`src/rtl/base_skid_reg.sv`:
```
// Two-entry valid/ready skid buffer. in_rdy is registered, so there is no
// combinational path from out_rdy back to the producer.
module base_skid_reg #(
  parameter int unsigned WID = 8
) (
  input  logic           clk,
  input  logic           rst_n,
  input  logic           clr,
  input  logic           in_vld,
  output logic           in_rdy,
  input  logic [WID-1:0] in_data,
  output logic           out_vld,
  input  logic           out_rdy,
  output logic [WID-1:0] out_data,
  output logic [1:0]     cnt
);

  typedef enum logic [1:0] {
    EMPTY = 2'd0,
    ONE   = 2'd1,
    FULL  = 2'd2
  } state_t;

  state_t         r_state;
  state_t         w_next;
  logic           r_in_rdy;
  logic           r_out_vld;
  logic [WID-1:0] r_main;
  logic [WID-1:0] r_skid;

  logic w_in_xfer;
  logic w_out_xfer;
  logic w_load_main_in;
  logic w_load_main_skid;
  logic w_load_skid;

  always_comb begin
    w_in_xfer        = in_vld & r_in_rdy;
    w_out_xfer       = r_out_vld & out_rdy;
    w_next           = r_state;
    w_load_main_in   = 1'b0;
    w_load_main_skid = 1'b0;
    w_load_skid      = 1'b0;
    if (clr) begin
      w_next = EMPTY;
    end else begin
      case (r_state)
        EMPTY: begin
          if (w_in_xfer) begin
            w_next         = ONE;
            w_load_main_in = 1'b1;
          end
        end
        ONE: begin
          if (w_in_xfer && w_out_xfer) begin
            w_load_main_in = 1'b1;
          end else if (w_in_xfer) begin
            w_next      = FULL;
            w_load_skid = 1'b1;
          end else if (w_out_xfer) begin
            w_next = EMPTY;
          end
        end
        FULL: begin
          // in_rdy is low here, so only the drain case exists
          if (w_out_xfer) begin
            w_next           = ONE;
            w_load_main_skid = 1'b1;
          end
        end
        default: w_next = EMPTY;
      endcase
    end
  end

  always_ff @(posedge clk or negedge rst_n) begin
    if (!rst_n) begin
      r_state   <= EMPTY;
      r_in_rdy  <= 1'b0;
      r_out_vld <= 1'b0;
      r_main    <= '0;
      r_skid    <= '0;
    end else begin
      r_state   <= w_next;
      r_in_rdy  <= (w_next != FULL);
      r_out_vld <= (w_next != EMPTY);
      if (w_load_main_in)
        r_main <= in_data;
      else if (w_load_main_skid)
        r_main <= r_skid;
      if (w_load_skid)
        r_skid <= in_data;
    end
  end

  assign in_rdy   = r_in_rdy;
  assign out_vld  = r_out_vld;
  assign out_data = r_main;
  assign cnt      = r_state;

endmodule
```
`config.mk`:
```
export PLATFORM = sky130hd
export DESIGN_NAME = base_skid_reg
export DESIGN_NICKNAME = d
export VERILOG_FILES = /design/src/rtl/base_skid_reg.sv
export SDC_FILE = /design/constraint.sdc
export NUM_CORES = 1
export LEC_CHECK = 0
export ABC_AREA = 1
export BUFFER_PORTS_ARGS = -buffer_cell sky130_fd_sc_hd__clkbuf_2
export CORE_MARGIN = 2
export CORE_UTILIZATION = 35
export DETAILED_ROUTE_END_ITERATION = 6
export PLACE_DENSITY = 0.56
export SYNTH_ARGS = -nofsm -noshare
export SYNTH_HDL_FRONTEND = slang
export SYNTH_SLANG_ARGS = --single-unit
```
`constraint.sdc`:
```
create_clock -name clk -period 2.45 [get_ports clk]
set_clock_uncertainty 0.2 [all_clocks]
set_input_delay 0.3675 -clock clk [delete_from_list [all_inputs] [get_ports clk]]
set_output_delay 0.3675 -clock clk [all_outputs]
set_load 0.01 [all_outputs]
```
==> flow_metrics.tcl <==
set metrics [dict create \
    maxSlewHeadroom_pct 66.97 \
    hold-path-cell-count 3 \
    final_util_pct 42.75 \
    hp-class "primary input to register" \
    status "complete, no violations" \
    total_power_w 0.001024 \
    power.ir.vdd_worst_v 0.0003953 \
    p_per_area_nw_per_um2 883.7 \
    critPathCaptureType "output port" \
    fp.dieW_um 56.81 \
    min_from "in_data[4]" \
    cts_inserted_buffers 3 \
    clock-root-buffer "clkbuf_4" \
    finalHoldViolations 0 \
    grt_pass1_vias 810 \
    grt_start_max_net_pins 21 \
    drv_slew 0 \
    dr_wl_met3_um 61 \
    post_cts_buffers 0 \
    initial_core_util_pct 36.01 \
    cts_tree "yes" \
    crit_arrival_ns 0.96 \
    grt-ovfl-total 0 \
    cts.clk_slew.worst_paths_ns 0.11 \
    drtIter0Drc 17 \
    drc 0 \
    avgSynthCellArea_um2 8.872 \
    core_um2 2710 \
    netlist_area_um2 975.9 \
    drt-met1-wl_um 973 \
    yosysSeqAreaShare_pct 51.28 \
    max-cap-violations 0 \
    leakagePower_nw 0.6412 \
    ys_types 15 \
    worstSetupPathType "register to output port" \
    drt-pass1-iter-count 4 \
    clockBufferDepth 2 \
    layout_common_cells "nand2_1, clkbuf_2, dfrtp_1, nand3_1, inv_1" \
    grt_pass1_wl_um 3574 \
    setup_tns_ns 0 \
    clkSinkCount 20 \
    gp_congestion 0.8542 \
    hpwl_um 1584 \
    crit_fanout 5 \
    max_freq_mhz 655.4 \
    track_usage_pct 14.27 \
    min_period_ns 1.526 \
    fin_nets 151 \
    cp_top_family "flip-flops" \
    mostFrequentLayoutCell "nand2_1" \
    antenna_found_initial 0 \
    fillCellCount 296 \
    ant_nets 0 \
    io_pins 25 \
    clk_latency_ns 0.29 \
    syn_inst 110 \
    synth.net_count 123 \
    rr_worst_depth 6 \
    setup.worst_path.start_class "register" \
    critPathRequiredTime_ns 1.88 \
    synth_top_area_cell "dfrtp_1" \
    fin_hold_ws_ns 0.1142 \
    detail_route.vias_per_cell 4.833 \
    htreeDepth 1 \
    num_antenna_cells 0 \
    reg2reg_slack_ns 0.96 \
    synthTopCellsByArea "dfrtp_1, nand2_1, nand3_1" \
    critical-path-max-stage-delay_ns 0.48 \
    worst_pin_slew_ns 0.4954 \
    topRoutingLayerUsed "met4" \
    die_area_um2 3227 \
    yosysWarnings 0 \
    wl_um 1972 \
    crit_chain "clkbuf_2" \
    crit_cells 1 \
    r2r-end "out_data[7]$_DFFE_PN0P_" \
    rsz0062_at_grt "no" \
    cp_slowest_cell "dfrtp_1" \
    die_y_um 56.81 \
    syn_to_final_growth_pct 18.72 \
    setup_violations 0 \
    wl_met2_um 910 \
    crit_buf_inv 1 \
    port_buffers 24 \
    wl_per_cell_um 11.74 \
    holdPathEnd "r_skid[4]$_DFFE_PN0P_" \
    rows 19 \
    r2r-start "cnt[1]$_DFF_PN0_" \
    synth_top_area_share_pct 51.28 \
    drive_gt1_share_pct 32.12 \
    ys_ff_latch 20 \
    dr_total_vias 812 \
    timing.final.crit_share_pct 62.27 \
]
[flip-flops by register name, indices dropped and copies added (netlist names)]
| register | cells |
|---|---|
| out_data | 8 |
| r_skid | 8 |
| cnt | 2 |
| in_rdy | 1 |
| out_vld | 1 |
[area by class of cell]
cell class / instances / area [µm²] / share of cell area [%]
Sequential cell: 20 / 500.5 / 43.20
Timing Repair Buffer: 25 / 130.1 / 11.23
Clock buffer: 4 / 36.28 / 3.132
Tap cell: 31 / 38.79 / 3.348
Multi-Input combinational cell: 73 / 396.6 / 34.23
Inverter: 15 / 56.30 / 4.860
[metrics by stage]
step	cells	area [µm²]	setup slack, ns
2_1_floorplan	110	975.9	1.089
3_3_place_gp	163	1112	0.8986
3_5_place_dp	163	1112	0.8581
4_1_cts	168	1159	0.9202
5_1_grt	168	1159	0.8279
6_report	168	1159	0.9243
[cells by family (layout without fill, tap and decap cells)]
logic type	count (synthesis)	in the layout	share of synthesized area, %
and+or+nand+nor	66	66	34.74
AOI/OAI and AO/OA	7	7	5.897
DFF	20	20	51.28
buffers and inverters	17	44	8.077
[tightest hold or removal path, cell delays in order]
cell	delay, ns
clkbuf_2	0.09
nand3_1	0.07
nand2_1	0.05
[routing by layer]
layer  track usage (%)  vias up
li1                  -      422
met3             2.765        4
met2             22.76       18
met5                 0        -
met4             3.987        0
met1             19.77      368
[synth_stat cells (all sizes together)]
| master | n |
|---|---|
| nand2 | 34 |
| dfrtp | 20 |
| nand3 | 19 |
| inv | 15 |
| nand4 | 9 |
| o21ai | 6 |
| nor2 | 4 |
| buf | 2 |
| a21oi | 1 |
[timing repair]
item                      4_1_cts  5_1_grt
hold buffers                    1        0
resized for setup               0        0
hold endpoints to repair       20        0
[worst max-delay path by stage]
stage,start,end,slack (ns)
after global placement,clr,out_data[3]$_DFFE_PN0P_,0.90
after floorplan,cnt[1]$_DFF_PN0_,r_skid[2]$_DFFE_PN0P_,1.09
after detailed placement,clr,out_data[3]$_DFFE_PN0P_,0.86
after CTS,cnt[0]$_DFF_PN0_,cnt[0],0.92
after global routing,cnt[1]$_DFF_PN0_,out_data[2]$_DFFE_PN0P_,0.83
final,cnt[0]$_DFF_PN0_,cnt[0],0.92
[power by group]
part / switching, W / internal, W
logic: 0.000185 / 0.000133
registers: 0.0000715 / 0.000446
clock network: 0.0000983 / 0.0000905
total: 0.000355 / 0.000669
(Power assumes the default switching activity.)
